$ cat src/rtl/mux_rr_arbiter_if.sv
// Handshake and select bundle between the result-mux arbiter and its requesters/consumer.
// The arbiter takes the master side; requesters and the consumer take the slave side.
interface mux_rr_arbiter_if;
  logic [15:0] req;
  logic        out_ready;
  logic [3:0]  sel;
  logic [15:0] grant;
  logic        out_valid;
  logic        busy;

  modport master (
    input  req,
    input  out_ready,
    output sel,
    output grant,
    output out_valid,
    output busy
  );

  modport slave (
    output req,
    output out_ready,
    input  sel,
    input  grant,
    input  out_valid,
    input  busy
  );
endinterface

$ cat src/rtl/mux_rr_arbiter.sv
// Round-robin arbiter owning the 16:1 result-mux select, holding each grant through valid/ready.
// Define ARB_BURST_EN to let a still-requesting winner keep the grant for up to BURST_MAX transfers.
//
// state | meaning
// IDLE  | no grant; outputs zero; arbitrating from ptr
// BUSY  | grant/sel presented with out_valid, frozen until out_ready
module mux_rr_arbiter #(
  parameter int BURST_MAX = 4
) (
  input logic             clk,
  input logic             rst_n,
  mux_rr_arbiter_if.master bus
);

  typedef enum logic {IDLE = 1'b0, BUSY = 1'b1} state_t;

  state_t      state_q, state_d;
  logic [3:0]  ptr_q, ptr_d;
  logic [3:0]  sel_q, sel_d;
  logic [15:0] grant_q, grant_d;
  logic [3:0]  base;
  logic [3:0]  idx;
  logic [3:0]  win;
  logic        found;
  logic        rotate;

  if (BURST_MAX < 1 || BURST_MAX > 15) begin : g_burst_range
    $error("mux_rr_arbiter: BURST_MAX must be in 1..15");
  end

`ifdef ARB_BURST_EN
  logic [3:0] cnt_q, cnt_d;
  logic       keep;
`endif

  // In BUSY the search base is the post-handshake pointer, so the just-served source ranks last.
  always_comb begin
    base  = (state_q == BUSY) ? sel_q + 4'd1 : ptr_q;
    found = 1'b0;
    win   = 4'd0;
    idx   = 4'd0;
    for (int i = 0; i < 16; i++) begin
      idx = base + 4'(i);
      if (!found && bus.req[idx]) begin
        found = 1'b1;
        win   = idx;
      end
    end
  end

`ifdef ARB_BURST_EN
  always_comb begin
    keep   = bus.req[sel_q] && (cnt_q < 4'(BURST_MAX - 1));
    rotate = !keep;
  end
`else
  always_comb begin
    rotate = 1'b1;
  end
`endif

  always_comb begin
    state_d = state_q;
    ptr_d   = ptr_q;
    sel_d   = sel_q;
    grant_d = grant_q;
`ifdef ARB_BURST_EN
    cnt_d   = cnt_q;
`endif
    case (state_q)
      IDLE: begin
        if (found) begin
          state_d = BUSY;
          sel_d   = win;
          grant_d = 16'd1 << win;
`ifdef ARB_BURST_EN
          cnt_d   = 4'd0;
`endif
        end
      end
      BUSY: begin
        if (bus.out_ready) begin
          if (rotate) begin
            ptr_d = sel_q + 4'd1;
`ifdef ARB_BURST_EN
            cnt_d = 4'd0;
`endif
            if (found) begin
              sel_d   = win;
              grant_d = 16'd1 << win;
            end else begin
              state_d = IDLE;
              sel_d   = 4'd0;
              grant_d = 16'd0;
            end
          end
`ifdef ARB_BURST_EN
          else begin
            cnt_d = cnt_q + 4'd1;
          end
`endif
        end
      end
      default: begin
        state_d = IDLE;
        sel_d   = 4'd0;
        grant_d = 16'd0;
      end
    endcase
  end

  always_ff @(posedge clk or negedge rst_n) begin
    if (!rst_n) begin
      state_q <= IDLE;
      ptr_q   <= 4'd0;
      sel_q   <= 4'd0;
      grant_q <= 16'd0;
    end else begin
      state_q <= state_d;
      ptr_q   <= ptr_d;
      sel_q   <= sel_d;
      grant_q <= grant_d;
    end
  end

`ifdef ARB_BURST_EN
  always_ff @(posedge clk or negedge rst_n) begin
    if (!rst_n) begin
      cnt_q <= 4'd0;
    end else begin
      cnt_q <= cnt_d;
    end
  end
`endif

  assign bus.sel       = sel_q;
  assign bus.grant     = grant_q;
  assign bus.out_valid = (state_q == BUSY);
  assign bus.busy      = (state_q == BUSY);

endmodule
$ cat src/flat_wrapper.sv
// flat-port wrapper written by rule: the top's interface ports become plain ports
module mux_rr_arbiter_flat 
#(
  parameter int BURST_MAX = 4
)
  (clk, rst_n, bus_req, bus_out_ready, bus_sel, bus_grant, bus_out_valid, bus_busy);
  mux_rr_arbiter_if bus_i ();
  input logic clk;
  input logic rst_n;
  input wire logic [$bits(bus_i.req)-1:0] bus_req;
  input wire logic [$bits(bus_i.out_ready)-1:0] bus_out_ready;
  output wire logic [$bits(bus_i.sel)-1:0] bus_sel;
  output wire logic [$bits(bus_i.grant)-1:0] bus_grant;
  output wire logic [$bits(bus_i.out_valid)-1:0] bus_out_valid;
  output wire logic [$bits(bus_i.busy)-1:0] bus_busy;
  assign bus_i.req = bus_req;
  assign bus_i.out_ready = bus_out_ready;
  assign bus_sel = bus_i.sel;
  assign bus_grant = bus_i.grant;
  assign bus_out_valid = bus_i.out_valid;
  assign bus_busy = bus_i.busy;
  mux_rr_arbiter #(.BURST_MAX(BURST_MAX)) u_core (.clk(clk), .rst_n(rst_n), .bus(bus_i));
endmodule
$ cat config.mk
export PLATFORM = sky130hd
export DESIGN_NAME = mux_rr_arbiter_flat
export DESIGN_NICKNAME = d
export VERILOG_FILES = /design/src/rtl/mux_rr_arbiter_if.sv /design/src/rtl/mux_rr_arbiter.sv /design/src/flat_wrapper.sv
export SDC_FILE = /design/constraint.sdc
export NUM_CORES = 1
export LEC_CHECK = 0
export CAP_MARGIN = 30
export CORE_ASPECT_RATIO = 2
export CORE_MARGIN = 2
export CORE_UTILIZATION = 58
export CTS_CLUSTER_SIZE = 8
export DETAILED_ROUTE_END_ITERATION = 10
export PLACE_DENSITY = 0.82
export RECOVER_POWER = 100
export SLEW_MARGIN = 20
export SYNTH_ARGS = -nofsm -noshare
export SYNTH_HDL_FRONTEND = slang
export SYNTH_SLANG_ARGS = --single-unit
$ cat constraint.sdc
create_clock -name clk -period 5.7 [get_ports clk]
set_clock_uncertainty 0.15 [all_clocks]
set_input_delay 1.425 -clock clk [delete_from_list [all_inputs] [get_ports clk]]
set_output_delay 1.425 -clock clk [all_outputs]
set_load 0.005 [all_outputs]
Word level (Yosys, flattened, before mapping)
Cells that the tools add are included.
Widths: inputs -> output; s select.
{"block": "totals", "ff_bits": 25, "latch_bits": 0, "ramBits": 0, "rom_bits": 0, "input_bits": 19, "output_inout_bits": 22, "word_cells": 148, "mem_count": 0}
{"block": "classes", "addsub": 16, "n_mul": 0, "div_mod_pow": 0, "n_lt_le_gt_ge": 16, "n_eq_ne": 2, "shift": 1, "muxes": 76, "bitwise": 1, "reduce_logical": 32}
{"op": "$lt 4x5->1 const B", "count": 16}
{"op": "$mux 4", "count": 20}
{"op": "$bmux 1 s4", "count": 16}
{"op": "$mux 16", "count": 3}
{"op": "$mux 1", "count": 34}
{"op": "$add 4x4->4 const B", "count": 8}
{"op": "$pmux 16 s2", "count": 1}
{"op": "$add 4x3->4 const B", "count": 4}
{"op": "$shl 1x4->16 const A", "count": 1}
{"op": "$logic_and 1x1->1", "count": 15}
{"op": "$logic_not 1->1", "count": 15}
{"op": "$add 4x1->4 const B", "count": 2}
{"op": "$add 4x2->4 const B", "count": 2}
{"op": "$pmux 4 s2", "count": 1}
{"op": "$reduce_and 2->1", "count": 2}
{"op": "$ne 2x1->1 const B", "count": 1}
{"op": "$ne 2x2->1 const B", "count": 1}
{"op": "$pmux 1 s2", "count": 1}
{"op": "$not 1->1", "count": 1}

Depth between registers and ports, before layout
{"block": "logic_depth", "depth_word": 54, "ltp_mapped": 19, "ltp_nobuf": 15}

Least setup slack after synthesis
OpenSTA, ideal clock, no wires.
{"block": "synth_timing", "kind": "flip-flop to flip-flop", "start": "register u_core.sel_q[0] (netlist: u_core.bus.sel[0])", "end": "register u_core.grant_q[0] (netlist: u_core.bus.grant[0])", "setup_time_ns": 0.104, "t_arrival_ns": 4.662, "t_required_ns": 5.446, "setup_slack_ns": 0.784, "stages_incl_launch_ff": 20, "n_path_buf": 4, "period_less_slack_ns": 4.916, "cell_sequence": "dfrtp_1 ha_1 nand2_1 and2_1 buf_2 inv_1 buf_1 ha_1 inv_1 xnor2_4 mux4_2 mux2_4 a211oi_4 nand3_2 buf_6 o41a_1 a21oi_4 buf_4 nand2_1 o41ai_2"}
{"block": "synth_via", "elab_chain_cells": 54, "word_cells_on_any_way": 118, "classes_between": "add/sub: 16; eq/ne: 1; shift: 1; mux: 69; reduce/logical: 31"}
{"item": "start, declared", "line_no": "mux_rr_arbiter.sv:19", "rtl": "logic [3:0] sel_q, sel_d;"}
{"item": "start signal, assigned", "line_no": "mux_rr_arbiter.sv:121", "rtl": "sel_q <= sel_d;"}
{"item": "$add 4x1->4 (*)", "line_no": "mux_rr_arbiter.sv:38", "rtl": "base = (state_q == BUSY) ? sel_q + 4'd1 : ptr_q;"}
{"item": "$mux 4 (*)", "line_no": "mux_rr_arbiter.sv:38"}
{"item": "parallel branches: the longest is 52 deep, another holds $add 4x1->4"}
{"item": "end signal, assigned", "line_no": "mux_rr_arbiter.sv:122", "rtl": "grant_q <= grant_d;"}
{"item": "end, declared", "line_no": "mux_rr_arbiter.sv:20", "rtl": "logic [15:0] grant_q, grant_d;"}
Mark *: on every way between the ends. The select of a mux whose other input is x is not followed.
A chain may end at the register's enable or synchronous reset.

Worst setup path after layout
{"block": "layout_timing", "start": "register u_core.sel_q[0] (netlist: u_core.bus.sel[0])", "end": "register u_core.grant_q[4] (netlist: u_core.bus.grant[4])"}
Same word-level chain as after synthesis.

==> out/metrics.csv <==
metric,value,unit
outcome,finished clean,
max incr delay on CP,0.64,ns
"EDFF count, synth",0,
Placed Cells,496,
syn_area_per_cell,8.821,um2
"Top FF cell, synth",dfrtp_1,
"Async S/R FF share, synth",1.000,
sequential area share after synthesis,0.1777,
aggregate global routing overflow,0,
worst path arrival time,5.31,ns
Num CTS Buffers,3,
WHS Path Cells,2,
Clock Path Buffers,2,
area added between synthesis and finish,14.65,%
post-route ant nets,0,
Reg2Reg Depth,15,
Final Hold Viols,0,
largest net degree at the start of global routing,20,
H-tree depth,1,
first drt pass iteration count,5,
Setup-failing EPs final,0,
row cnt,40,
initial antenna violation count,0,
Max Cap Viol,0,
final core utilization,0.6775,
dpl hpwl,8922,um
Syn Std Cell Area,3520,um2
synthesized net count,426,
I/O Pins,41,
Hold Path Class,register to register,
WL/cell,22.80,um
CORE AREA,5956,um2
Die H,114.2,um
DRC Markers,0,
Hold Buf Count CTS,0,
critical path's slowest cell,mux4_2,
number of post-CTS setup repair buffers,0,
Max Fclk,0.1881,GHz
Antenna diodes,0,
Clock Root Buffer,clkbuf_16,
Slew headroom,0.3940,
die area,6745,um2
final period utilization,0.9328,
Clock Latency Late Sink,0.26,ns
global-route wire length before repair,18210,um
die width,59.09,um
CP required,5.69,ns
Setup crit end kind,register,
drt via density,7.142,
Worst-path clk slew,0.06,ns
Yosys reg bits,25,
vias in the first global route,3512,
CP Cell Sequence,"ha_1, nand2_1, and2_1, inv_1, ha_1, inv_1, xnor2_4, mux4_2, mux2_4, a211oi_4, nand3_2, or4b_1, o221ai_1, o21ai_2, o41ai_1",
Starting DRT DRC Count,291,
Starting Density,0.5910,
WL final,11400,um
Final Max Tran Viols,0,
nets@finish,465,
post-synthesis cell type count,79,
Worst Tran Pin Value,0.9090,ns
critical path class,register to register,
Period minus WS final,5.317,ns
RSZ-0062 raised after global routing,no,
RePlAce Congestion,1.039,
Non-Filler Instances,500,
layout cells sized above 1,0.1465,
vias,3571,
# clock sinks,25,
# resized after CTS,0,
overall global routing resource usage,0.3600,
CTS tree,done,
cells after synthesis,399,
Port-buffer cells,40,
Synthesis Warnings,0,
setup_tns,0,ns
crit path max fanout,13,
Startpoint Class,register,
[per-layer routing]
layer | GRT usage | vias up | wire [um]
li1 | - | 1638 | -
met4 | 0.2197 | 0 | 734
met3 | 0.03277 | 55 | 712
met2 | 0.6415 | 185 | 6013
met1 | 0.3928 | 1693 | 3941
met5 | 0 | - | 0
[worst paths after layout]
path,startpoint,endpoint,slack (ns)
worst max-delay path,u_core.bus.sel[0]$_DFFE_PN0P_,u_core.bus.grant[4]$_DFFE_PN0P_,0.38
worst min-delay path,u_core.bus.grant[14]$_DFFE_PN0P_,u_core.bus.grant[14]$_DFFE_PN0P_,0.32
worst max register to register,u_core.bus.sel[0]$_DFFE_PN0P_,u_core.bus.grant[4]$_DFFE_PN0P_,0.38
worst min register to register,u_core.bus.grant[14]$_DFFE_PN0P_,u_core.bus.grant[14]$_DFFE_PN0P_,0.32
max in group asynchronous,rst_n,u_core.bus.sel[0]$_DFFE_PN0P_,2.88
min in group asynchronous,rst_n,u_core.bus.grant[10]$_DFFE_PN0P_,1.36
[flip-flops by register name, indices dropped and copies added (netlist names)]
name / flops
u_core.bus.grant: 16
u_core.bus.sel: 4
u_core.ptr_q: 4
u_core.bus.busy: 1
[cells by family (layout without fill, tap and decap cells)]
kind of cell / count (synthesis) / in the layout / share of synthesized area
mux: 60 / 60 / 0.2279
fa+ha+maj: 8 / 8 / 0.02844
xor+xnor: 13 / 13 / 0.04195
flops: 25 / 25 / 0.1777
simple gates: 132 / 132 / 0.1891
buf+inv: 31 / 69 / 0.04408
compound gates: 130 / 130 / 0.2908
[final cells by class]
class                   count  area, um2
repair buffers             54      501.7
flip-flops and latches     25      625.6
inverters                  11      41.29
multi-input cells         343       2709
fillers                   502       1921
clock buffers               4      78.83
well taps                  63      78.83
[metrics by stage]
| step | worst slack [ns] | hold slack [ns] | instance area (um2) |
|---|---|---|---|
| final | 0.3829 | 0.3233 | 4035 |
| after global routing | 0.09548 | 0.3488 | 4035 |
| after CTS | 0.4406 | 0.3335 | 4076 |
| after detailed placement | 0.3388 | 0.3194 | 3998 |
| after global placement | 0.4440 | 0.3152 | 3983 |
| after floorplan | 0.7844 | 0.3008 | 3520 |
[Yosys cell counts, drive strengths merged (2+ instances only)]
cell type | count | share of area
o31ai | 10 | 0.021
a21oi | 26 | 0.041
nand3b | 2 | 0.0043
nor2 | 20 | 0.021
o211ai | 6 | 0.013
a32oi | 3 | 0.0075
inv | 11 | 0.012
clkbuf | 3 | 0.0032
a211o | 8 | 0.020
a211oi | 8 | 0.022
o21ai | 20 | 0.030
a221o | 3 | 0.0085
xnor2 | 11 | 0.037
or2 | 3 | 0.0053
a31oi | 5 | 0.0089
nor3 | 9 | 0.013
xor2 | 2 | 0.0050
a2111oi | 2 | 0.010
and3 | 5 | 0.0089
o211a | 3 | 0.0085
nand4 | 4 | 0.0071
o221a | 2 | 0.0064
nand2b | 4 | 0.0071
a21boi | 4 | 0.0085
ha | 8 | 0.028
mux2 | 19 | 0.062
nor4 | 2 | 0.0053
a21o | 7 | 0.015
a32o | 2 | 0.0057
o32ai | 3 | 0.0096
dfrtp | 25 | 0.18
nor2b | 2 | 0.0036
o2111ai | 2 | 0.0050
mux4 | 13 | 0.083
buf | 17 | 0.029
nand3 | 20 | 0.030
o221ai | 2 | 0.0068
nand2 | 47 | 0.055
o41ai | 4 | 0.018
mux2i | 28 | 0.083
and2 | 9 | 0.016
[cell usage in the layout (no fill, tap or decap), drive strengths merged, types with 8 or more instances in the layout]
cell type      count
buf               13
ha                 8
nor3               9
a211o              8
a21oi             26
nand2             47
clkdlybuf4s50     16
xnor2             11
nand3             20
mux4              13
and2               9
o21ai             20
dlygate4sd3       24
a211oi             8
inv               11
o31ai             10
nor2              20
dfrtp             25
mux2i             28
mux2              19
[critical path: cells and delay by family (launching register included)]
family / cells / cell delay [ns]
simple gates: 4 / 1.21
fa+ha+maj: 2 / 0.62
compound gates: 4 / 1.00
xor+xnor: 1 / 0.42
flops: 1 / 0.46
mux: 2 / 1.00
buf+inv: 2 / 0.33
Power is left out: the tool's default activity adds up to more than one toggle a clock period on the data nets, which glitch-free logic cannot reach.
==> edit (same flow settings) <==
Add a define of `ARB_BURST_EN`.
--- a/src/rtl/mux_rr_arbiter.sv
+++ b/src/rtl/mux_rr_arbiter.sv
@@ -4,6 +4,8 @@
 // state | meaning
 // IDLE  | no grant; outputs zero; arbitrating from ptr
 // BUSY  | grant/sel presented with out_valid, frozen until out_ready
+`define ARB_BURST_EN
+
 module mux_rr_arbiter #(
   parameter int BURST_MAX = 4
 ) (
Check against the original RTL: not equivalent (a bounded check fails within 4 cycles, from zero or initial values and one cycle with rst_n low).
==> edit against the unedited design <==
  * The run now ends with capacitance limit, slew limit left
  * Sequential cell count up 4
  * Area after synthesis is 10% higher
  * Synthesized cell count increased by 9.3%
  * Design area grew 13%
  * Wire length grew 31%
  * Largest cell class unchanged
  * Setup slack got worse by 270 ps
  * Via count grew 18%
Power is not shown: default switching activity piles up to over one toggle a cycle in this logic, so the estimate is an artifact.
==> edit: results (changes against the unedited design) <==
.. list-table::
   :header-rows: 1

   * - Metric
     - Value
   * - Run status
     - finished with violations
   * - Failing checks
     - capacitance limit, slew limit
   * - Total GRT Usage
     - 44.7% (+8.7 points)
   * - Wire length of the first global-routing pass
     - 23700 um (+30%)
   * - Non-clock buffer instance count of the final layout
     - 62 (+15%)
   * - Detailed-routing iteration count for the pre-antenna-repair pass
     - 6 (+1)
   * - Final #Nets
     - 508 (+9.2%)
   * - Worst-Skew Late Latency
     - 280 ps (+20 ps)
   * - Max-cap violations
     - 1 (+1)
   * - Total number of multi-input combinational cells
     - 372 (+8.5%)
   * - Worst Path Arrival
     - 5600 ps (+290 ps)
   * - Maximum number of pins on one net before global-route repair
     - 30 (+50%)
   * - Actual transition at the worst max-transition pin
     - 1570 ps (+664 ps)
   * - Placement Setup Slack
     - 208 ps (-131 ps)
   * - Fraction of met1 tracks used by global routing
     - 47.1% (+7.8 points)
   * - # fillers
     - 518 (+3.2%)
   * - Via count of the first global-routing pass
     - 4177 (+19%)
   * - # placed instances
     - 561 (+13%)
   * - Area overhead of the layout relative to synthesis
     - 17.7%
   * - Data buffer area share
     - 12.5% (+0.093 points)
   * - Syn_nets
     - 464 (+8.9%)
   * - Unique masters post-synth
     - 80 (+1.3%)
   * - Sum of met2 wire segment lengths after detailed routing
     - 7300 um (+21%)
   * - Crit share post-route
     - 98.1% (+4.8 points)
   * - Max stage delay cell, worst path
     - dlygate4sd3_1
   * - Number of slew-limit violations in the final report
     - 30 (+30)
   * - Core Region
     - 6570 um2 (+10%)
   * - CTS buffer count
     - 5 (+2)
   * - Commonest cells in the synthesized netlist
     - 52 x nand3_1, 49 x nand2_1, 29 x dfrtp_1
   * - Largest cells by area after synthesis
     - dfrtp_1 19%, mux4_2 9.9%, nand3_1 6.7%
   * - Biggest fanout along the worst timing path
     - 9 (-4)
   * - Routed metal-1 wirelength
     - 4430 um (+12%)
   * - Placer Congestion
     - 1.08 (+3.8%)
   * - Portion of the post-synthesis area used by sequential elements
     - 18.7% (+0.94 points)
   * - Grt met2 use
     - 69.1% (+5.0 points)
   * - Global-route met3 utilization
     - 13.3% (+10 points)
   * - H-tree lvl count
     - 2 (+1)
   * - Post-placement cell area
     - 4420 um2 (+11%)
   * - Worst reg-to-reg setup slack
     - 180 ps (-200 ps)
   * - Count of non-filler cells in the finished layout
     - 569 (+14%)
[edit: cell types whose count changed after synthesis, moves of 7 or more]
cell	before	now
nand3_1	19	52
nor2_1	20	13
mux2i_1	25	18
o41ai_1	0	13
o31ai_1	10	3
clkbuf_1	3	11
[edit: worst paths after layout]
check / start / endpoint / cells past startpoint
setup / recovery: bus_req[2] / u_core.bus.grant[2] / 12
hold / removal: u_core.bus.grant[12] / u_core.bus.grant[12] / 2
setup reg to reg: u_core.bus.sel[0] / u_core.bus.grant[2] / 15
hold reg to reg: u_core.bus.grant[12] / u_core.bus.grant[12] / 2
max in group asynchronous: rst_n / u_core.bus.busy / 2
min in group asynchronous: rst_n / u_core.bus.grant[15] / 2
[edit: cells by family (layout without fill, tap and decap cells)]
group	Yosys count	after routing	synth area share, %
xor gates and xnor gates	14	14	3.84
and+or+nand+nor	157	157	20.4
DFF	29	29	18.7
AOI/OAI and AO/OA	129	129	25.5
muxes	63	63	23.8
buffers and inverters	35	80	4.84
adders and majority gates	9	9	2.90
